### src/rtl/sc2bin_mc_if.sv
// rtl/sc2bin_mc_if.sv - Control, stream and result signal bundle for sc2bin_mc
interface sc2bin_mc_if #(
    parameter int BITWIDTH = 8,
    parameter int NO_POS   = 2,
    parameter int NO_NEG   = 2,
    parameter int MAX_SHFT = 4
);
    localparam int SW = $clog2(MAX_SHFT + 1);

    logic                start;
    logic                clear;
    logic [SW-1:0]       shft_amt;
    logic                relu_en;
    logic [NO_POS-1:0]   sc_pos;
    logic [NO_NEG-1:0]   sc_neg;
    logic                busy;
    logic                done;
    logic [BITWIDTH-1:0] bin_out;
    logic                sat;
    logic                neg_flag;

    modport master (
        output start, clear, shft_amt, relu_en, sc_pos, sc_neg,
        input  busy, done, bin_out, sat, neg_flag
    );

    modport slave (
        input  start, clear, shft_amt, relu_en, sc_pos, sc_neg,
        output busy, done, bin_out, sat, neg_flag
    );
endinterface

### src/rtl/sc2bin_mc.sv
// rtl/sc2bin_mc.sv - Multi-cycle stochastic-to-binary converter with shift, ReLU and saturation
module sc2bin_mc #(
    parameter int BITWIDTH = 8,
    parameter int NO_POS   = 2,
    parameter int NO_NEG   = 2,
    parameter int MAX_SHFT = 4
) (
    input  logic         clk,
    input  logic         reset,
    sc2bin_mc_if.slave   bus
);
    localparam int SW   = $clog2(MAX_SHFT + 1);
    localparam int NMAX = (NO_POS > NO_NEG) ? NO_POS : NO_NEG;
    localparam int PW   = $clog2(NMAX + 1);
    localparam int AW   = BITWIDTH + PW + 1;
    localparam int VW   = AW + MAX_SHFT;
    localparam int CW   = BITWIDTH + 1;

    localparam logic signed [VW-1:0] UMAX = VW'((1 << BITWIDTH) - 1);
    localparam logic signed [VW-1:0] SMAX = VW'((1 << (BITWIDTH - 1)) - 1);
    localparam logic signed [VW-1:0] SMIN = VW'(-(1 << (BITWIDTH - 1)));

    typedef enum logic [1:0] {IDLE, COUNT, RESULT} state_t;

    state_t               state, state_nxt;
    logic [SW-1:0]        s_lat;
    logic                 relu_lat;
    logic signed [AW-1:0] acc;
    logic [CW-1:0]        cnt;

    logic                 accept;
    logic [SW-1:0]        s_new;
    logic [CW-1:0]        len_init;
    logic [PW-1:0]        pos_cnt, neg_cnt;
    logic signed [AW-1:0] delta;
    logic signed [VW-1:0] acc_ext, v;
    logic [BITWIDTH-1:0]  bin_nxt;
    logic                 sat_nxt, neg_nxt;

    // clear outranks start even in IDLE
    assign accept   = (state == IDLE) && bus.start && !bus.clear;
    assign s_new    = (bus.shft_amt > SW'(MAX_SHFT)) ? SW'(MAX_SHFT) : bus.shft_amt;
    assign len_init = CW'(1) << (CW'(BITWIDTH) - CW'(s_new));
    assign bus.busy = (state != IDLE);

    always_comb begin
        pos_cnt = '0;
        neg_cnt = '0;
        for (int i = 0; i < NO_POS; i++) pos_cnt = pos_cnt + PW'(bus.sc_pos[i]);
        for (int j = 0; j < NO_NEG; j++) neg_cnt = neg_cnt + PW'(bus.sc_neg[j]);
        delta = AW'(pos_cnt) - AW'(neg_cnt);
    end

    // Sign-extend before shifting so the scaled value is never truncated
    always_comb begin
        acc_ext = {{MAX_SHFT{acc[AW-1]}}, acc};
        v       = acc_ext <<< s_lat;
        neg_nxt = v[VW-1];
        sat_nxt = 1'b0;
        bin_nxt = v[BITWIDTH-1:0];
        if (relu_lat) begin
            if (v[VW-1]) begin
                bin_nxt = '0;
            end else if (v > UMAX) begin
                bin_nxt = '1;
                sat_nxt = 1'b1;
            end
        end else begin
            if (v > SMAX) begin
                bin_nxt = SMAX[BITWIDTH-1:0];
                sat_nxt = 1'b1;
            end else if (v < SMIN) begin
                bin_nxt = SMIN[BITWIDTH-1:0];
                sat_nxt = 1'b1;
            end
        end
    end

    always_comb begin
        state_nxt = state;
        case (state)
            IDLE:    if (accept) state_nxt = COUNT;
            COUNT: begin
                if (bus.clear)           state_nxt = IDLE;
                else if (cnt == CW'(1))  state_nxt = RESULT;
            end
            RESULT:  state_nxt = IDLE;
            default: state_nxt = IDLE;
        endcase
    end

    always_ff @(posedge clk or posedge reset) begin
        if (reset) state <= IDLE;
        else       state <= state_nxt;
    end

    always_ff @(posedge clk or posedge reset) begin
        if (reset) begin
            s_lat        <= '0;
            relu_lat     <= 1'b0;
            acc          <= '0;
            cnt          <= '0;
            bus.done     <= 1'b0;
            bus.bin_out  <= '0;
            bus.sat      <= 1'b0;
            bus.neg_flag <= 1'b0;
        end else begin
            bus.done <= 1'b0;
            case (state)
                IDLE: begin
                    if (accept) begin
                        s_lat    <= s_new;
                        relu_lat <= bus.relu_en;
                        acc      <= '0;
                        cnt      <= len_init;
                    end
                end
                COUNT: begin
                    if (bus.clear) begin
                        cnt <= '0;
                    end else begin
                        acc <= acc + delta;
                        cnt <= cnt - CW'(1);
                    end
                end
                RESULT: begin
                    cnt <= '0;
                    if (!bus.clear) begin
                        bus.bin_out  <= bin_nxt;
                        bus.sat      <= sat_nxt;
                        bus.neg_flag <= neg_nxt;
                        bus.done     <= 1'b1;
                    end
                end
                default: ;
            endcase
        end
    end
endmodule

### src/flat_wrapper.sv
// flat-port wrapper written by rule: the top's interface ports become plain ports
module sc2bin_mc_flat 
#(
    parameter int BITWIDTH = 8,
    parameter int NO_POS   = 2,
    parameter int NO_NEG   = 2,
    parameter int MAX_SHFT = 4
)
  (clk, reset, bus_start, bus_clear, bus_shft_amt, bus_relu_en, bus_sc_pos, bus_sc_neg, bus_busy, bus_done, bus_bin_out, bus_sat, bus_neg_flag);
  sc2bin_mc_if #(.BITWIDTH(BITWIDTH), .NO_POS(NO_POS), .NO_NEG(NO_NEG), .MAX_SHFT(MAX_SHFT)) bus_i ();
  input  logic clk;
  input  logic reset;
  input wire logic [$bits(bus_i.start)-1:0] bus_start;
  input wire logic [$bits(bus_i.clear)-1:0] bus_clear;
  input wire logic [$bits(bus_i.shft_amt)-1:0] bus_shft_amt;
  input wire logic [$bits(bus_i.relu_en)-1:0] bus_relu_en;
  input wire logic [$bits(bus_i.sc_pos)-1:0] bus_sc_pos;
  input wire logic [$bits(bus_i.sc_neg)-1:0] bus_sc_neg;
  output wire logic [$bits(bus_i.busy)-1:0] bus_busy;
  output wire logic [$bits(bus_i.done)-1:0] bus_done;
  output wire logic [$bits(bus_i.bin_out)-1:0] bus_bin_out;
  output wire logic [$bits(bus_i.sat)-1:0] bus_sat;
  output wire logic [$bits(bus_i.neg_flag)-1:0] bus_neg_flag;
  assign bus_i.start = bus_start;
  assign bus_i.clear = bus_clear;
  assign bus_i.shft_amt = bus_shft_amt;
  assign bus_i.relu_en = bus_relu_en;
  assign bus_i.sc_pos = bus_sc_pos;
  assign bus_i.sc_neg = bus_sc_neg;
  assign bus_busy = bus_i.busy;
  assign bus_done = bus_i.done;
  assign bus_bin_out = bus_i.bin_out;
  assign bus_sat = bus_i.sat;
  assign bus_neg_flag = bus_i.neg_flag;
  sc2bin_mc #(.BITWIDTH(BITWIDTH), .NO_POS(NO_POS), .NO_NEG(NO_NEG), .MAX_SHFT(MAX_SHFT)) u_core (.clk(clk), .reset(reset), .bus(bus_i));
endmodule
### config.mk
export PLATFORM = sky130hd
export DESIGN_NAME = sc2bin_mc_flat
export DESIGN_NICKNAME = d
export VERILOG_FILES = /design/src/rtl/sc2bin_mc_if.sv /design/src/rtl/sc2bin_mc.sv /design/src/flat_wrapper.sv
export SDC_FILE = /design/constraint.sdc
export NUM_CORES = 1
export LEC_CHECK = 0
export ABC_AREA = 1
export BUFFER_PORTS_ARGS = -buffer_cell sky130_fd_sc_hd__clkbuf_2
export CAP_MARGIN = 20
export CORE_UTILIZATION = 65
export CTS_CLUSTER_SIZE = 25
export DETAILED_ROUTE_END_ITERATION = 8
export PLACE_DENSITY_LB_ADDON = 0.25
export SYNTH_ARGS = -nofsm -noshare
export SYNTH_HDL_FRONTEND = slang
export SYNTH_SLANG_ARGS = --single-unit
### constraint.sdc
create_clock -name clk -period 5.3 [get_ports clk]
set_input_delay 0.265 -clock clk [delete_from_list [all_inputs] [get_ports clk]]
set_output_delay 0.265 -clock clk [all_outputs]
set_load 0.005 [all_outputs]
==> results by group <==
Clocking
  – Setup bufs post-CTS: 0
  – CTS tree: yes
  – Max Buffers Root-to-Sink: 2
  – # hold bufs at CTS: 0
  – Root Buffer: clkbuf_8
  – CTS Sinks: 37
  – # resized after CTS: 0
  – Clock latency on the worst-skew pair: 0.28 ns
  – Num CTS Buffers: 5
  – Clock-pin slew on the worst setup and hold paths: 0.08 ns
  – H-tree depth: 2

Floorplan
  – Die Span X: 70.18 um
  – CORE AREA: 0.004414 mm2
  – Chip Height: roughly 70 um
  – Row Count: 24
  – Die area: 0.004925 mm2
  – IO Count: 24
  – Starting Density: 0.6845

STA
  – Unrepaired setup endpoints after global routing: false
  – Clock Skews: 0.008170 ns
  – Final setup vio count: 0
  – Min Tclk post-route: 2.609 ns
  – Final hold viol count: 0
  – Slew Viols, Final: 0
  – Slew HR: 0.5485
  – Top achievable clock speed: 383.4 MHz
  – Worst Max-Slew Pin Slew: ~0.68 ns
  – Post-route clock period utilization: 0.4922
  – Setup tns final: 0 ns

Finish
  – Diode count: 0
  – Layout cells sized above 1: 0.1471
  – Nets: 502
  – Area grow syn2layout: 7.205%
  – Fill count: 365

Synthesis
  – Syn_nets: 480
  – Yosys reg bits: 37
  – Post-Syn Area: about 0.0030 mm2
  – Most used DFF post-synth: dfrtp_1
  – Post-Syn Instances: between 400 and 500
  – Synthesis Warnings: 0
  – Dominant cells by area after synthesis: dfrtp_1, nand2_1, inv_1, nor2_1, nand3_1
  – Avg Synthesized Cell Area: approximately 6.7 um2
  – Most frequent cells after synthesis: nand2_1, inv_1, nor2_1, nand3_1, dfrtp_1
  – Post-synth EDFFs: 0
  – Sequential area share after synthesis: 0.3064
  – Async SR Flop Fraction: 1.000
  – Post-synth top area share: 0.3064
  – Most frequent cell after synthesis: nand2_1
  – Synth area leader: dfrtp_1
  – Synth cell types: 35

Detailed routing
  – DRT Pass-1 Iters: 5
  – Vias per cell: ~5.7
  – 1st-iter DRT viols: approximately 280
  – Routed len/inst: 12.81 um
  – Drt drc: 0
  – Vias: 2,984
  – Final ANT Viol Nets: 0
  – Routed wire length: between 6000 and 7000 um

Global route
  – Vias in the first global route: 2,739
  – Grt ovf: 0
  – All-Layer GR Usage: 0.2931
  – Initial antenna violation count: 0
  – First-pass GRT wire length: 11,840 um
  – Largest net degree at the start of global routing: 38

Placement
  – Port-buffer cells: 23
  – Placed wire-length estimate: 5204 um
  – Global placement routability congestion: 0.9585

Worst setup path
  – Arrival @ worst endpoint: 2.82 ns
  – Crit end category: register
  – Nature of the critical path startpoint: primary input
  – CP Max Fanout: 10
  – Reg-to-reg slack, setup: 3.03 ns
  – CP Class: in2reg
  – Worst reg2reg path depth: 10
  – WP data required: 5.51 ns

Run status
  – Status: finished, final reports clean

Pwr
  – Cell area power density: 630.4 mW/mm2
  – Leak Pwr: 0.001670 uW
  – Total power: 2042 uW
  – Peak VDD IR: 0.3778 mV

Job
  – Max-Cap Viols: 0

Hold path
  – Hold Crit Class: in2async
==> final cells by class <==
class | instances | area, um2 | share of cell area
multi-input combinational | 345 | 1795 | 0.5543
sequential | 37 | 925.9 | 0.2858
inverter | 62 | 232.7 | 0.07184
timing repair buffer | 25 | 130.1 | 0.04017
clock buffer | 6 | 82.58 | 0.02549
tap | 52 | 65.06 | 0.02008
clock inverter | 1 | 7.507 | 0.002317
==> state kept, by name (all words and copies together) (netlist names) <==
| signal | count |
|---|---|
| u_core.relu_lat | 1 |
| u_core.bus.bin_out | 8 |
| u_core.bus.sat | 1 |
| u_core.s_lat | 3 |
| u_core.state | 2 |
| u_core.acc | 11 |
| u_core.cnt | 9 |
| u_core.bus.neg_flag | 1 |
| u_core.bus.done | 1 |
==> worst max-delay path, cell delays in order <==
cell      delay (ns)
clkbuf_2        0.09
fa_1            0.52
inv_1           0.04
ha_1            0.17
inv_1           0.07
ha_1            0.48
inv_2           0.12
nand2_1         0.09
nand2_1         0.10
nor2_1          0.16
nand2_1         0.08
nand2_1         0.11
nand3_1         0.08
nand2_1         0.12
a21oi_1         0.09
nand2_1         0.07
nand2_1         0.05
o21ai_1         0.13
==> cells in the final DEF, fill, tap and decap left out, types with 2 or more instances in the layout <==
master	netlist	routed
a21oi_1	22	22
a21oi_2	2	2
a31oi_1	2	2
and2_1	2	2
buf_4	3	2
clkbuf_2	0	23
clkbuf_8	0	6
dfrtp_1	37	37
fa_1	2	2
ha_1	12	12
inv_1	57	57
inv_2	5	5
nand2_1	124	124
nand2_2	13	13
nand2_4	2	2
nand3_1	38	38
nand3_2	10	10
nand4_1	3	3
nor2_1	51	51
nor2_2	3	3
nor3_1	8	8
o21ai_0	26	26
o21ai_1	4	4
o22ai_1	3	3
o31ai_1	3	3
xnor2_1	2	2
xor2_1	6	6
==> power by group <==
part / switching (uW) / leakage [uW] / internal [uW]
Clock: 101 / 0.0000433 / 103
Combinational: 836 / 0.00116 / 439
Sequential: 157 / 0.000464 / 407
==> stage by stage <==
step	setup slack (ns)	hold slack [ns]	instances	instance area (um2)	util
4_1_cts	2.722	0.08155	528	3239	0.7338
3_5_place_dp	2.428	0.3826	521	3149	0.7134
6_report	2.691	0.06225	528	3239	0.7338
5_1_grt	2.459	0.1038	528	3239	0.7338
2_1_floorplan	2.789	0.3860	454	3022	-
3_3_place_gp	2.474	0.3736	521	3149	0.7134
==> layer usage <==
metal	vias up	global-route usage	wire [um]
li1	1500	-	-
met1	1377	0.3897	3000
met2	99	0.5043	3376
met3	8	0.04185	327
met4	0	0.07111	61
met5	-	0	0
==> logic make-up after synthesis <==
group                      share of synthesized area
and+or+nand+nor                               0.3847
buffers and inverters                        0.09938
AOI/OAI and AO/OA                             0.1234
DFF                                           0.3064
adders and majority gates                    0.06294
xor gates and xnor gates                     0.02319
==> path summary, 6_finish.rpt <==
path	startpoint	endpoint
hold / removal	reset	u_core.cnt[5]$_DFFE_PP0P_
hold reg to reg	u_core.bus.sat$_DFFE_PP0P_	u_core.bus.sat$_DFFE_PP0P_
setup reg to reg	u_core.state[0]$_DFFE_PP0P_	u_core.acc[10]$_DFFE_PP0P_
setup / recovery	bus_sc_neg[0]	u_core.acc[8]$_DFFE_PP0P_
min in group clk	bus_relu_en	u_core.relu_lat$_DFFE_PP0P_
max in group asynchronous	reset	u_core.bus.bin_out[6]$_DFFE_PP0P_
(Power assumes the default switching activity.)
